File: config.mk
export PLATFORM = sky130hd
export DESIGN_NAME = freq_div_sched
export DESIGN_NICKNAME = d
export VERILOG_FILES = /design/src/rtl/freq_div_sched.sv
export SDC_FILE = /design/constraint.sdc
export NUM_CORES = 1
export LEC_CHECK = 0
export ABC_CLOCK_PERIOD_IN_PS = 4700
export CORE_AREA = 2 2 116 118
export CTS_CLUSTER_DIAMETER = 60
export DETAILED_ROUTE_END_ITERATION = 16
export DIE_AREA = 0 0 118 120
export MAX_ROUTING_LAYER = met4
export PLACE_DENSITY = 0.71
export SLEW_MARGIN = 20
export SYNTH_ARGS = -nofsm -noshare
export SYNTH_HDL_FRONTEND = slang
export SYNTH_SLANG_ARGS = --single-unit
File: constraint.sdc
create_clock -name clk -period 4.7 [get_ports clk]
set_input_delay 1.175 -clock clk [delete_from_list [all_inputs] [get_ports clk]]
set_output_delay 1.175 -clock clk [all_outputs]
set_load 0.02 [all_outputs]
File: src/rtl/freq_div_sched.sv
// Runtime-programmable clock-divider scheduler: glitch-free period/on-time
// reconfiguration at period boundaries, with start, graceful stop and bursts.
module freq_div_sched #(
    parameter int CNT_W      = 16,
    parameter int BURST_W    = 8,
    parameter int DEF_PERIOD = 6,
    parameter int DEF_ON     = 3
) (
    input  logic               clk,
    input  logic               reset,
    input  logic               cfg_valid,
    output logic               cfg_ready,
    input  logic [CNT_W-1:0]   cfg_period,
    input  logic [CNT_W-1:0]   cfg_on,
    input  logic [BURST_W-1:0] cfg_burst,
    input  logic               start,
    input  logic               stop,
    output logic               out_wave,
    output logic               busy,
    output logic               done,
    output logic               cfg_err
);

    typedef enum logic [1:0] {IDLE, RUN, DRAIN} state_t;

    state_t             state, nxt_state;
    logic [CNT_W-1:0]   cnt, nxt_cnt;
    logic [CNT_W-1:0]   act_period, nxt_act_period;
    logic [CNT_W-1:0]   act_on, nxt_act_on;
    logic [BURST_W-1:0] act_burst, nxt_act_burst;
    logic [CNT_W-1:0]   sh_period, nxt_sh_period;
    logic [CNT_W-1:0]   sh_on, nxt_sh_on;
    logic [BURST_W-1:0] sh_burst, nxt_sh_burst;
    logic               pend, nxt_pend;
    logic [BURST_W-1:0] remaining, nxt_remaining;
    logic               nxt_out, nxt_done, nxt_err;
    logic               hs, cfg_ok, running, wrap;

    assign cfg_ready = !pend;
    assign busy      = (state != IDLE);

    // Config acceptance, boundary-aligned activation, run sequencing and the
    // registered waveform bit for the next cycle.
    always_comb begin
        nxt_state      = state;
        nxt_cnt        = cnt;
        nxt_act_period = act_period;
        nxt_act_on     = act_on;
        nxt_act_burst  = act_burst;
        nxt_sh_period  = sh_period;
        nxt_sh_on      = sh_on;
        nxt_sh_burst   = sh_burst;
        nxt_pend       = pend;
        nxt_remaining  = remaining;
        nxt_done       = 1'b0;

        hs      = cfg_valid && !pend;
        cfg_ok  = (cfg_period >= CNT_W'(2)) && (cfg_on != '0) && (cfg_on < cfg_period);
        running = (state != IDLE);
        wrap    = running && (cnt == act_period - CNT_W'(1));
        nxt_err = hs && !cfg_ok;

        // An offer landing exactly on the wrap bypasses the shadow so it still
        // takes effect from the very next period.
        if (pend && (!running || wrap)) begin
            nxt_act_period = sh_period;
            nxt_act_on     = sh_on;
            nxt_act_burst  = sh_burst;
            nxt_pend       = 1'b0;
        end else if (hs && cfg_ok && wrap) begin
            nxt_act_period = cfg_period;
            nxt_act_on     = cfg_on;
            nxt_act_burst  = cfg_burst;
        end else if (hs && cfg_ok) begin
            nxt_sh_period  = cfg_period;
            nxt_sh_on      = cfg_on;
            nxt_sh_burst   = cfg_burst;
            nxt_pend       = 1'b1;
        end

        case (state)
            IDLE: begin
                nxt_cnt = '0;
                if (start && !stop) begin
                    nxt_state     = RUN;
                    nxt_remaining = nxt_act_burst;
                end
            end
            RUN: begin
                if (wrap) begin
                    nxt_cnt = '0;
                    if (stop || remaining == BURST_W'(1)) begin
                        nxt_state = IDLE;
                        nxt_done  = 1'b1;
                    end else if (remaining != '0) begin
                        nxt_remaining = remaining - BURST_W'(1);
                    end
                end else begin
                    nxt_cnt = cnt + CNT_W'(1);
                    if (stop) nxt_state = DRAIN;
                end
            end
            DRAIN: begin
                if (wrap) begin
                    nxt_cnt   = '0;
                    nxt_state = IDLE;
                    nxt_done  = 1'b1;
                end else begin
                    nxt_cnt = cnt + CNT_W'(1);
                end
            end
            default: begin
                nxt_state = IDLE;
                nxt_cnt   = '0;
            end
        endcase

        nxt_out = (nxt_state != IDLE) && (nxt_cnt < nxt_act_on);
    end

    always_ff @(posedge clk) begin
        if (reset) begin
            state      <= IDLE;
            cnt        <= '0;
            act_period <= CNT_W'(DEF_PERIOD);
            act_on     <= CNT_W'(DEF_ON);
            act_burst  <= '0;
            sh_period  <= '0;
            sh_on      <= '0;
            sh_burst   <= '0;
            pend       <= 1'b0;
            remaining  <= '0;
            out_wave   <= 1'b0;
            done       <= 1'b0;
            cfg_err    <= 1'b0;
        end else begin
            state      <= nxt_state;
            cnt        <= nxt_cnt;
            act_period <= nxt_act_period;
            act_on     <= nxt_act_on;
            act_burst  <= nxt_act_burst;
            sh_period  <= nxt_sh_period;
            sh_on      <= nxt_sh_on;
            sh_burst   <= nxt_sh_burst;
            pend       <= nxt_pend;
            remaining  <= nxt_remaining;
            out_wave   <= nxt_out;
            done       <= nxt_done;
            cfg_err    <= nxt_err;
        end
    end

endmodule

==> impl_metrics.json <==
{
  "nets": 881,
  "area_growth_pct": 25.2,
  "worstPathMaxFanout": 7,
  "synth.yosys.seq_area_share": 0.353,
  "cts_buffers": 9,
  "ff2ff_path_depth": 19,
  "ys_ff_latch": 110,
  "drcViolationCount": 0,
  "min_period_over_period": 0.975,
  "drt_wl_total_mm": 17.3,
  "hold_path_depth": 2,
  "ys_warn_count": 0,
  "diodes": 0,
  "fillers": 1110,
  "synth_edf_count": 0,
  "r2r_setup_slack_ps": 210,
  "worst-setup-path-type": "in -> reg",
  "avgSynthCellArea_um2": 8.82,
  "timing.fmax_mhz": 218,
  "gr-usage-met3": 0.0404,
  "critical_path_required_ps": 4970,
  "critPathBufInv": 5,
  "worstSkewPairLatency_ps": 360,
  "drtAntennaViolNets": 0,
  "place_inst": 958,
  "io_pins": 50,
  "dieWidth_um": 118,
  "slew_violations": 0,
  "hold_path_class": "reg -> reg",
  "grt_first_pass_wirelength_mm": 27.2,
  "layout-drive-gt1-share": 0.169,
  "cp-end-kind": "flip-flop",
  "ys_types": 72,
  "routed-via-count": 5725,
  "first_pass_iters": 8,
  "p_leak_nw": 3.27,
  "syn_nets": 790,
  "synthXorXnorAreaFrac": 0.0477,
  "rows": 42,
  "slew_headroom": 0.474,
  "hold_viol_final": 0,
  "syn_area_mm2": 0.00624,
  "final_cell_mix": "dfxtp_1 (110), nor2_1 (104), buf_4 (64)",
  "drt_iter0_markers": 366,
  "async_reset_ff_frac": 0,
  "clkTransAtPathRegs_ps": 80,
  "crit_cells": 20,
  "synthSimpleGateAreaFrac": 0.223,
  "synth_flop_cell": "dfxtp_1",
  "grtUsageTotal": 0.246,
  "grt_max_degree": 64,
  "worstPathArrival_ps": 4850,
  "start_kind": "primary input",
  "fin_cells": 979,
  "p_per_area_mw_per_mm2": 299,
  "crit_chain": "clkdlybuf4s50_1, inv_1, ha_4, and3_1, o21ai_0, a21o_1, a41oi_2, nor3_2, buf_4, a21o_4, buf_8, buf_4, o221ai_2, ha_1, nand4_1, nor3_1, a2111oi_2, o31ai_1, a211o_1, a221oi_2",
  "holdBufCountCts": 0,
  "setup_violations": 0,
  "grt_pass1_vias": 5634,
  "fin_crit_ps": 4580,
  "max_cap_viol_count": 0,
  "min_to": "act_period[15]$_SDFFE_PP0P_",
  "r2r-start": "act_period[1]$_SDFFE_PP1P_",
  "min_from": "act_period[15]$_SDFFE_PP0P_",
  "muxShareOfSynthArea": 0.0690,
  "crit_family": "compound AO/OA/AOI/OAI gates",
  "finalClockSkew_ps": 12.9,
  "wire_per_inst_um": 17.7,
  "hpwl_mm": 12.9,
  "antenna_found_initial": 0,
  "coreArea_mm2": 0.0130,
  "grt_overflow_total": 0,
  "reg2reg_to": "out_wave$_SDFF_PP0_",
  "h-tree-depth": 3,
  "synth_top_family_by_area": "simple AND/OR/NAND/NOR gates",
  "clkSinkCount": 110,
  "synthCells": 707,
  "die_area_mm2": 0.0142,
  "synth-compound-area-share": 0.179,
  "status": "finished, final reports clean",
  "die_y_um": 120,
  "peakVddDrop_uv": 184,
  "tightest_slew_ps": 788,
  "startpoint": "cfg_period[10]",
  "port_buffers": 49,
  "final_common_cell": "dfxtp_1",
  "place_ws_ps": -581,
  "yosys.area_share.adder": 0.0762,
  "clockBufferDepth": 2,
  "use_met2": 0.396,
  "crit_top_cell": "buf_4",
  "via_per_inst": 5.85,
  "cts-root-buf": "clkbuf_16",
  "cpPeakStageDelay_ps": 490,
  "cts_tree": "yes",
  "tns_ps": 0,
  "cp_slowest_cell": "clkdlybuf4s50_1",
  "setup_ws_ps": 119,
  "globalRouteMet1Util": 0.307,
  "start_util": 0.481,
  "grt-busiest-layer": "met2",
  "gp_congestion": 0.919
}
## timing repair
action / CTS / global route
setup buffers: 0 / 5
setup endpoints to repair: 1 / 1
pin swaps: 2 / 19
resized for setup: 5 / 34
## worst max-delay path by stage
| stage | slack [ps] | to |
|---|---|---|
| 6_report | 120 | out_wave$_SDFF_PP0_ |
| 5_1_grt | -20 | out_wave$_SDFF_PP0_ |
| 4_1_cts | 4 | out_wave$_SDFF_PP0_ |
| 3_5_place_dp | -580 | out_wave$_SDFF_PP0_ |
| 3_3_place_gp | -320 | out_wave$_SDFF_PP0_ |
| 2_1_floorplan | 70 | out_wave$_SDFF_PP0_ |
## registers in the layout (all words and copies together), names as in the netlist, 2 cells and up
signal and flops:
act_burst 8, act_on 16, act_period 16, cnt 16, remaining 8, sh_burst 8, sh_on 16, sh_period 16
state 2
## cell type report
| cell class | instances | area, µm² | area share |
|---|---|---|---|
| clock buffer | 11 | 243 | 0.0311 |
| clock inverter | 5 | 66.3 | 0.00849 |
| inverter | 31 | 116 | 0.0149 |
| multi-input combinational | 527 | 3910 | 0.501 |
| sequential | 110 | 2200 | 0.282 |
| tap | 176 | 220 | 0.0282 |
| timing repair buffer | 119 | 1050 | 0.135 |
## routing by layer
| metal | wire length [µm] | share of wire |
|---|---|---|
| met1 | 7650 | 0.44 |
| met2 | 8250 | 0.48 |
| met3 | 913 | 0.053 |
| met4 | 476 | 0.028 |
| met5 | 0 | 0 |
## Yosys cell counts (all sizes together) (3+ instances only)
| master | number | share of area |
|---|---|---|
| nor3 | 35 | 0.029 |
| nor4b | 3 | 0.0052 |
| o21ai | 11 | 0.0088 |
| clkbuf | 24 | 0.014 |
| inv | 31 | 0.019 |
| a21o | 9 | 0.011 |
| o221ai | 22 | 0.046 |
| and3 | 7 | 0.0070 |
| xor2 | 17 | 0.024 |
| nand2b | 23 | 0.023 |
| o22ai | 9 | 0.010 |
| a22oi | 14 | 0.017 |
| nor4 | 13 | 0.015 |
| and2 | 5 | 0.0050 |
| xnor2 | 17 | 0.024 |
| a211o | 3 | 0.0042 |
| dfxtp | 110 | 0.35 |
| or3 | 3 | 0.0030 |
| o32ai | 3 | 0.0054 |
| a211oi | 5 | 0.0060 |
| nand4 | 14 | 0.016 |
| nand3 | 12 | 0.0096 |
| ha | 38 | 0.076 |
| a21oi | 32 | 0.026 |
| a31oi | 8 | 0.0080 |
| nor2b | 7 | 0.0070 |
| nand2 | 32 | 0.020 |
| mux2i | 43 | 0.069 |
| nor2 | 105 | 0.064 |
| o31ai | 4 | 0.0048 |
| buf | 15 | 0.019 |
## power by group
group	internal (W)	total, W	switching (W)
sequential	0.000985	0.00102	0.0000349
clock	0.000435	0.000797	0.000362
combinational	0.000238	0.000517	0.000279
total	0.00166	0.00233	0.000676
## cells by family after synthesis
| logic type | Yosys count |
|---|---|
| buf+inv | 70 |
| simple gates | 273 |
| xor+xnor | 34 |
| compound gates | 139 |
| fa+ha+maj | 38 |
| flops | 110 |
| mux | 43 |
## tightest hold or removal path, stage by stage, from the launching register on
cell and delay, ps:
dfxtp_1 330, nand2_1 60, a21oi_1 50
## per-stage QoR
stage | hold slack, ps | power, W | utilization | cell area, µm²
2_1_floorplan | 446 | 0.00133 | - | 6240
3_3_place_gp | 466 | 0.00150 | 0.557 | 7230
3_5_place_dp | 461 | 0.00152 | 0.557 | 7230
4_1_cts | 481 | 0.00231 | 0.582 | 7560
5_1_grt | 516 | 0.00243 | 0.602 | 7810
6_report | 478 | 0.00233 | 0.602 | 7810
Power figures use the tool's default switching activity.
